===== src/rtl/adxl362_spi_responder.sv =====
// adxl362_spi_responder
//   SPI mode-0 slave that emulates the ADXL362 register interface so the
//   accelerometer controller can be exercised with injected X/Y/Z samples.
//
//   Optional build macro: ADXL_RESP_WRITE_EN
//     defined   -> 0x0A write command accepted; 0x1F, 0x2C, 0x2D writable;
//                  soft_reset_pulse live.
//     undefined -> read-only device; 0x0A treated as an unknown command.
//
// Ports
//   clk, reset          system clock, asynchronous active-high reset
//   sclk, ss, mosi      SPI pins from the master (asynchronous to clk)
//   miso                SPI data to the master, 0 while deselected
//   sample_x/y/z        12-bit signed samples to present
//   sample_valid        one-cycle strobe capturing sample_x/y/z
//   data_ready          STATUS[0]
//   busy                synchronized ss active
//   soft_reset_pulse    one-cycle pulse on a 0x52 write to SOFT_RESET
//
// FSM
//   state  | meaning
//   IDLE   | deselected, waiting for ss falling edge
//   CMD    | shifting in the command byte
//   ADDR   | shifting in the address byte
//   RDATA  | shifting register bytes out on miso
//   WDATA  | shifting in write data bytes
//   IGNORE | unknown command, rest of the frame is dropped
module adxl362_spi_responder #(
    parameter logic [7:0] DEVID_AD  = 8'hAD,
    parameter logic [7:0] DEVID_MST = 8'h1D,
    parameter logic [7:0] PARTID    = 8'hF2
) (
    input  logic        clk,
    input  logic        reset,
    input  logic        sclk,
    input  logic        ss,
    input  logic        mosi,
    output logic        miso,
    input  logic [11:0] sample_x,
    input  logic [11:0] sample_y,
    input  logic [11:0] sample_z,
    input  logic        sample_valid,
    output logic        data_ready,
    output logic        busy,
    output logic        soft_reset_pulse
);

    localparam logic [7:0] CMD_READ       = 8'h0B;
    localparam logic [7:0] CMD_WRITE      = 8'h0A;
    localparam logic [7:0] FILTER_CTL_RST = 8'h13;
    localparam logic [7:0] POWER_CTL_RST  = 8'h00;

`ifdef ADXL_RESP_WRITE_EN
    localparam logic WRITE_EN = 1'b1;
`else
    localparam logic WRITE_EN = 1'b0;
`endif

    typedef enum logic [2:0] {IDLE, CMD, ADDR, RDATA, WDATA, IGNORE} state_t;

    state_t      state, state_nxt;

    logic [1:0]  sclk_s, ss_s, mosi_s;
    logic        sclk_q, ss_q;
    logic [1:0]  primed;
    logic        armed;
    logic        sclk_rise, sclk_fall, ss_rise, ss_fall, mosi_bit;

    logic [2:0]  bit_cnt;
    logic [6:0]  shift_in;
    logic [7:0]  shift_out;
    logic [7:0]  rx_byte;
    logic        byte_done;
    logic [5:0]  addr;
    logic        rd_mode;
    logic [7:0]  rd_val;

    logic        cmd_done, addr_latch, load_rd, shift_rd, wr_byte;

    logic [11:0] pend_x, pend_y, pend_z;
    logic        pend_valid;
    logic [11:0] data_x, data_y, data_z;
    logic        copy;

    logic [7:0]  filter_ctl, power_ctl;

    // Synchronizers and edge detection. ss resets high so busy reads 0 in reset.
    // 'armed' is only set once ss has been seen high after the synchronizer
    // has flushed, so a reset in mid-frame never fakes an ss falling edge.
    always_ff @(posedge clk or posedge reset) begin
        if (reset) begin
            sclk_s <= 2'b00;
            ss_s   <= 2'b11;
            mosi_s <= 2'b00;
            sclk_q <= 1'b0;
            ss_q   <= 1'b1;
            primed <= 2'b00;
            armed  <= 1'b0;
        end else begin
            sclk_s <= {sclk_s[0], sclk};
            ss_s   <= {ss_s[0], ss};
            mosi_s <= {mosi_s[0], mosi};
            sclk_q <= sclk_s[1];
            ss_q   <= ss_s[1];
            primed <= {primed[0], 1'b1};
            if (primed[1] && ss_s[1])
                armed <= 1'b1;
        end
    end

    assign sclk_rise = sclk_s[1] & ~sclk_q;
    assign sclk_fall = ~sclk_s[1] & sclk_q;
    assign ss_fall   = armed & ss_q & ~ss_s[1];
    assign ss_rise   = ~ss_q & ss_s[1];
    assign mosi_bit  = mosi_s[1];
    assign busy      = ~ss_s[1];

    assign rx_byte   = {shift_in, mosi_bit};
    assign byte_done = sclk_rise && (bit_cnt == 3'd7);

    // FSM: state register
    always_ff @(posedge clk or posedge reset) begin
        if (reset)
            state <= IDLE;
        else
            state <= state_nxt;
    end

    // FSM: next state
    always_comb begin
        state_nxt = state;
        case (state)
            IDLE: if (ss_fall) state_nxt = CMD;
            CMD: begin
                if (byte_done) begin
                    if (rx_byte == CMD_READ)
                        state_nxt = ADDR;
                    else if (WRITE_EN && (rx_byte == CMD_WRITE))
                        state_nxt = ADDR;
                    else
                        state_nxt = IGNORE;
                end
            end
            ADDR: if (byte_done) state_nxt = rd_mode ? RDATA : WDATA;
            default: ;
        endcase
        if ((state != IDLE) && ss_rise)
            state_nxt = IDLE;
    end

    // FSM: outputs (datapath strobes)
    always_comb begin
        cmd_done   = 1'b0;
        addr_latch = 1'b0;
        load_rd    = 1'b0;
        shift_rd   = 1'b0;
        wr_byte    = 1'b0;
        case (state)
            CMD:  cmd_done   = byte_done;
            ADDR: addr_latch = byte_done;
            RDATA: begin
                // bit_cnt is 0 only on the first falling edge after a byte boundary
                load_rd  = sclk_fall && (bit_cnt == 3'd0);
                shift_rd = sclk_fall && (bit_cnt != 3'd0);
            end
            WDATA: wr_byte = byte_done;
            default: ;
        endcase
    end

    always_comb begin
        rd_val = 8'h00;
        case (addr)
            6'h00: rd_val = DEVID_AD;
            6'h01: rd_val = DEVID_MST;
            6'h02: rd_val = PARTID;
            6'h0B: rd_val = {7'd0, data_ready};
            6'h0E: rd_val = data_x[7:0];
            6'h0F: rd_val = {{4{data_x[11]}}, data_x[11:8]};
            6'h10: rd_val = data_y[7:0];
            6'h11: rd_val = {{4{data_y[11]}}, data_y[11:8]};
            6'h12: rd_val = data_z[7:0];
            6'h13: rd_val = {{4{data_z[11]}}, data_z[11:8]};
            6'h2C: rd_val = filter_ctl;
            6'h2D: rd_val = power_ctl;
            default: rd_val = 8'h00;
        endcase
    end

    always_ff @(posedge clk or posedge reset) begin
        if (reset) begin
            bit_cnt   <= 3'd0;
            shift_in  <= 7'd0;
            shift_out <= 8'd0;
            addr      <= 6'd0;
            rd_mode   <= 1'b0;
            miso      <= 1'b0;
        end else begin
            if (ss_fall) begin
                bit_cnt <= 3'd0;
            end else if ((state != IDLE) && sclk_rise) begin
                shift_in <= rx_byte[6:0];
                bit_cnt  <= bit_cnt + 3'd1;
            end

            if (cmd_done)
                rd_mode <= (rx_byte == CMD_READ);

            if (addr_latch)
                addr <= rx_byte[5:0];
            else if (load_rd || wr_byte)
                addr <= addr + 6'd1;

            if ((state != RDATA) || ss_rise) begin
                miso <= 1'b0;
            end else if (load_rd) begin
                miso      <= rd_val[7];
                shift_out <= {rd_val[6:0], 1'b0};
            end else if (shift_rd) begin
                miso      <= shift_out[7];
                shift_out <= {shift_out[6:0], 1'b0};
            end
        end
    end

    // Sample shadowing: pending is only published while deselected so a
    // burst read always sees one coherent sample.
    assign copy = pend_valid && !busy;

    always_ff @(posedge clk or posedge reset) begin
        if (reset) begin
            pend_x     <= 12'd0;
            pend_y     <= 12'd0;
            pend_z     <= 12'd0;
            pend_valid <= 1'b0;
            data_x     <= 12'd0;
            data_y     <= 12'd0;
            data_z     <= 12'd0;
            data_ready <= 1'b0;
        end else begin
            if (sample_valid) begin
                pend_x     <= sample_x;
                pend_y     <= sample_y;
                pend_z     <= sample_z;
                pend_valid <= 1'b1;
            end else if (copy) begin
                pend_valid <= 1'b0;
            end

            if (load_rd && (addr == 6'h13))
                data_ready <= 1'b0;
            // copy takes priority over the read-side clear
            if (copy) begin
                data_x     <= pend_x;
                data_y     <= pend_y;
                data_z     <= pend_z;
                data_ready <= 1'b1;
            end
        end
    end

`ifdef ADXL_RESP_WRITE_EN
    always_ff @(posedge clk or posedge reset) begin
        if (reset) begin
            filter_ctl       <= FILTER_CTL_RST;
            power_ctl        <= POWER_CTL_RST;
            soft_reset_pulse <= 1'b0;
        end else begin
            soft_reset_pulse <= 1'b0;
            if (wr_byte) begin
                case (addr)
                    6'h1F: begin
                        if (rx_byte == 8'h52) begin
                            soft_reset_pulse <= 1'b1;
                            filter_ctl       <= FILTER_CTL_RST;
                            power_ctl        <= POWER_CTL_RST;
                        end
                    end
                    6'h2C: filter_ctl <= rx_byte;
                    6'h2D: power_ctl  <= rx_byte;
                    default: ;
                endcase
            end
        end
    end
`else
    assign filter_ctl       = FILTER_CTL_RST;
    assign power_ctl        = POWER_CTL_RST;
    assign soft_reset_pulse = 1'b0;
`endif

endmodule


===== config.mk =====
export PLATFORM = sky130hd
export DESIGN_NAME = adxl362_spi_responder
export DESIGN_NICKNAME = d
export VERILOG_FILES = /design/src/rtl/adxl362_spi_responder.sv
export SDC_FILE = /design/constraint.sdc
export NUM_CORES = 1
export LEC_CHECK = 0
export ABC_AREA = 1
export CAP_MARGIN = 5
export CORE_AREA = 3 3 145 147
export CTS_CLUSTER_DIAMETER = 60
export CTS_CLUSTER_SIZE = 10
export DETAILED_ROUTE_END_ITERATION = 7
export DIE_AREA = 0 0 148 150
export GPL_ROUTABILITY_DRIVEN = 0
export HOLD_SLACK_MARGIN = 0.03
export PLACE_DENSITY = 0.52
export SETUP_SLACK_MARGIN = 0.5
export SYNTH_ARGS = -nofsm -noshare
export SYNTH_HDL_FRONTEND = slang
export SYNTH_SLANG_ARGS = --single-unit
export TNS_END_PERCENT = 5

===== constraint.sdc =====
create_clock -name clk -period 6.3 [get_ports clk]
set_input_delay 0.945 -clock clk [delete_from_list [all_inputs] [get_ports clk]]
set_output_delay 0.945 -clock clk [all_outputs]
set_load 0.05 [all_outputs]

-- After elaboration in Yosys (flattened, before gate mapping)
Cells that the tools add are included.
- reductions and logical operators: 25
- add/subtract/negate cells: 2
- equal/unequal tests: 20
- mux-type cells: 26
- bitwise logic cells: 11
- operators by type and width (operator ; number):
    8-bit one-hot mux with 11 select lines ; 1
    6-bit by 5-bit == test with 1-bit output (second input constant) ; 4
    3-bit two-way mux ; 8
    6-bit by 4-bit == test with 1-bit output (second input constant) ; 3
    8-bit two-way mux ; 2
    1-bit two-way mux ; 12
    6-bit two-way mux ; 2
    2-bit nonzero test ; 5
    3-bit != test (second input constant) ; 3
    3-bit one-hot mux with 3 select lines ; 1
    3-bit nonzero test ; 3
    8-bit by 4-bit == test with 1-bit output (second input constant) ; 1
    1-bit logical AND ; 8
    6-bit by 1-bit adder with 6-bit output (second input constant) ; 1
    3-bit by 2-bit == test with 1-bit output (second input constant) ; 2
    3-bit == test (second input constant) ; 2
    6-bit by 1-bit == test with 1-bit output (second input constant) ; 1
    6-bit by 2-bit == test with 1-bit output (second input constant) ; 1
    6-bit == test (second input constant) ; 1
    3-bit zero test ; 2
    6-bit zero test ; 1
    1-bit inverter ; 6
    1-bit AND ; 5
    2-bit AND reduction ; 2
    other kinds (6) ; 7
- register bits: 114
- word-level logic and storage cells: 106
- input bits: 42
- output and inout bits: 4

-- Depth between registers and ports, before layout
- depth after elaboration: 7
- depth in mapped cells: 14
- mapped depth without buffers: 14

-- Worst setup path before layout
OpenSTA, ideal clock, no wires.
- path kind: flip-flop to output port
- start point: reg ss_s[1]
- end point: out busy
- stages on the path, launching flop included: 2
- buffers on the path: 0
- required time: 5.355 ns
- arrival: 0.742 ns
- setup slack: 4.613 ns
- cells stage by stage: dfstp_2 inv_1
- word-level cells in the longest chain between the ends: 1
- ends and longest elaborated chain (element ; RTL line ; RTL):
    start: declaration ; 63 ; logic [1:0] sclk_s, ss_s, mosi_s;
    start signal: assignment ; 101 ; ss_s <= {ss_s[0], ss};
    1-bit inverter ; 116 ; assign busy = ~ss_s[1];
    end: declaration ; 44 ; output logic busy,
Every way passes these cells.

-- Worst setup path after layout
Ends and elaborated chain as after synthesis.

==> metrics.csv <==
metric,value,unit
status,"finished, final reports clean",
WP buf/inv,2,
via count,3849,
startpoint types,register,
RSZ-0062 raised after global routing,false,
post-synth net total,656,
gr usage total,0.1070,
Crit Path Category,reg -> out,
Worst Hold Path EP,mosi_s[1],
Slew HR,0.2548,
Worst path max stage delay,0.71,ns
die footprint,22200,µm²
minimum clock period,2.706,ns
Setup TNS Final,0,ns
Clock power frac,0.464,
die width,148,µm
"CP delay by family, top",buffers and inverters,
# port buffers,44,
Slowest cell on crit path,clkdlybuf4s50_1,
leakage,3.005,nW
post-route ant nets,0,
Critical Path Fanout Max,4,
clock sinks,113,
Placement Cell Area,5786,µm²
top post-synthesis cells by area,"dfrtp_1, nand2_1, o21ai_0",
biggest area consumer among synthesized cells,dfrtp_1,
Syn Std Cell Area,5124,µm²
drt drc,0,
area share of the largest cell type after synthesis,0.5372,
"Clk Latency, worst-skew pair",0.42,ns
Hold Fails Final Rpt,0,
core area,20040,µm²
critical path arrival,1.76,ns
Max H-tree Level,4,
Root Driver,clkbuf_16,
vias in the first global route,3585,
combinational share of power,0.110,
P_sw,0.0005524,W
FF-to-FF setup slack,4.25,ns
Hold Crit Start,mosi_s[0],
worst-path cell chain,inv_1 > clkdlybuf4s50_1,
CTS Buf Count,17,
clk slew on worst S/H paths,0.06,ns
Wirelength per Cell,11.93,µm
cells after synthesis,607,
final core occ,0.3181,
Die H,150,µm
VDD IR max,0.1838,mV
Reg2Reg Launch Point,state[2],
Crit. End Element,primary output,
Filler cells,2189,
worst path required time,5.35,ns
hold depth,0,
# Post-CTS Setup Buffers,0,
fmax,0.3695,GHz
overall power,0.002039,W
clk_skew,0.005920,ns
Unique masters post-synth,34,
Switching Share,0.2709,
global route total overflow,0,
max-slew violation count,0,
# diodes,0,
final WL,11080,µm
Reg power frac,0.426,
Area Overhead vs Synth,24.40,%
# setup viols final,0,
"Design Area, Final",6374,µm²
total iterations of the first detailed-routing run,4,
Final Cycle Share,0.4296,
Reg2Reg Depth,8,
first-pass GRT wire length,18440,µm
pwr/cell area,320.0,nW/µm²
reg-to-reg critical path endpoint,addr[4],
"Seq/Total Area, Yosys",0.5526,
Post-Syn Area per Cell,8.441,µm²
internal cell power,0.001487,W
initial antenna violation count,0,
Clock Tree Buf Depth,2,
post_cts resized,0,
CTS tree,built,
Yosys reg bits,113,
Max Cap Violations,0,
"Hold-fix buffers, CTS",0,
initial drt markers,200,
layout net count,695,
post-detail-place hpwl,7419,µm
largest net degree at the start of global routing,74,
via density per instance,4.143,
Tightest Pin Transition,1.114,ns
synth warn,0,
Tightest Hold Check Type,reg -> reg,
Starting Density,0.2557,
number of core rows,52,
Top-Level Pins,46,
layout cells sized above 1,0.09105,
## state kept, by name (all words and copies together), names as in the netlist, 2 cells and up
register	count
data_x	12
bit_cnt	3
primed	2
pend_x	12
shift_out	7
mosi_s	2
shift_in	7
addr	6
data_z	12
state	3
pend_z	12
ss_s	2
data_y	12
pend_y	12
sclk_s	2
## power groups by stage
stage | clock network [W] | logic (W) | registers (W)
2_1_floorplan | 0 | 0.000162 | 0.000863
3_3_place_gp | 0 | 0.000225 | 0.000880
3_5_place_dp | 0 | 0.000229 | 0.000880
4_1_cts | 0.000971 | 0.000230 | 0.000870
5_1_grt | 0.00101 | 0.000266 | 0.000879
6_report | 0.000946 | 0.000224 | 0.000869
## cell type report
cell class	instances	area, µm²	share of cell area
Sequential cell	113	2831	0.4442
Multi-Input combinational cell	390	1873	0.2939
Timing Repair Buffer	45	442.9	0.06949
Clock buffer	18	429.2	0.06733
Tap cell	270	337.8	0.05300
Inverter	79	300.3	0.04711
Clock inverter	14	158.9	0.02493
## layout by cell type, fill, tap and decap left out, drive strengths merged, types with 5 or more instances in the layout
cell             n
nand3           23
clkdlybuf4s50   43
dfrtp          110
clkinv           7
nor2            28
ha               7
inv             79
nand4           24
clkinvlp         5
clkbuf          18
o211ai           6
o21ai           96
nand2          190
## per-layer routing
layer  routed length, µm  vias up  track usage
met1                5543     1749       0.1475
met2                4945       63       0.1537
met5                   0        -            0
met3                 374       16      0.03240
li1                    -     2021            -
met4                 217        0      0.04988
## cell usage after synthesis (all sizes together)
library cell	n
a21boi	1
a21o	2
a21oi	3
and3	2
buf	8
clkbuf	17
clkinv	3
conb	2
dfrtp	110
dfstp	3
ha	7
inv	76
nand2	190
nand3	23
nand3b	1
nand4	24
nor2	28
nor3	1
nor4	2
o211ai	6
o21ai	96
o31ai	1
or2	1
## kinds of logic after synthesis
family / count (synthesis) / share of synthesized area
simple gates: 272 / 0.2332
compound gates: 109 / 0.1133
buf+inv: 104 / 0.08229
flops: 113 / 0.5526
other cells: 2 / 0.001466
fa+ha+maj: 7 / 0.01709
## stage by stage
step                cells  hold slack, ns  worst slack, ns
global placement      897          0.3336            3.522
CTS                   929          0.3497            3.555
global route          929          0.3566            3.516
floorplan             607          0.3312            2.373
finish                929          0.3476            3.594
detailed placement    897          0.3372            3.539
## worst max path at each step
stage	cells past startpoint	endpoint	start	slack, ns
after CTS	2	busy	ss_s[1]	3.56
final	2	busy	ss_s[1]	3.59
after global routing	2	busy	ss_s[1]	3.52
after floorplan	1	addr[0]	reset	2.37
after global placement	3	pend_z[9]	reset	3.52
after detailed placement	3	pend_z[9]	reset	3.54
Power figures use the tool's default switching activity.
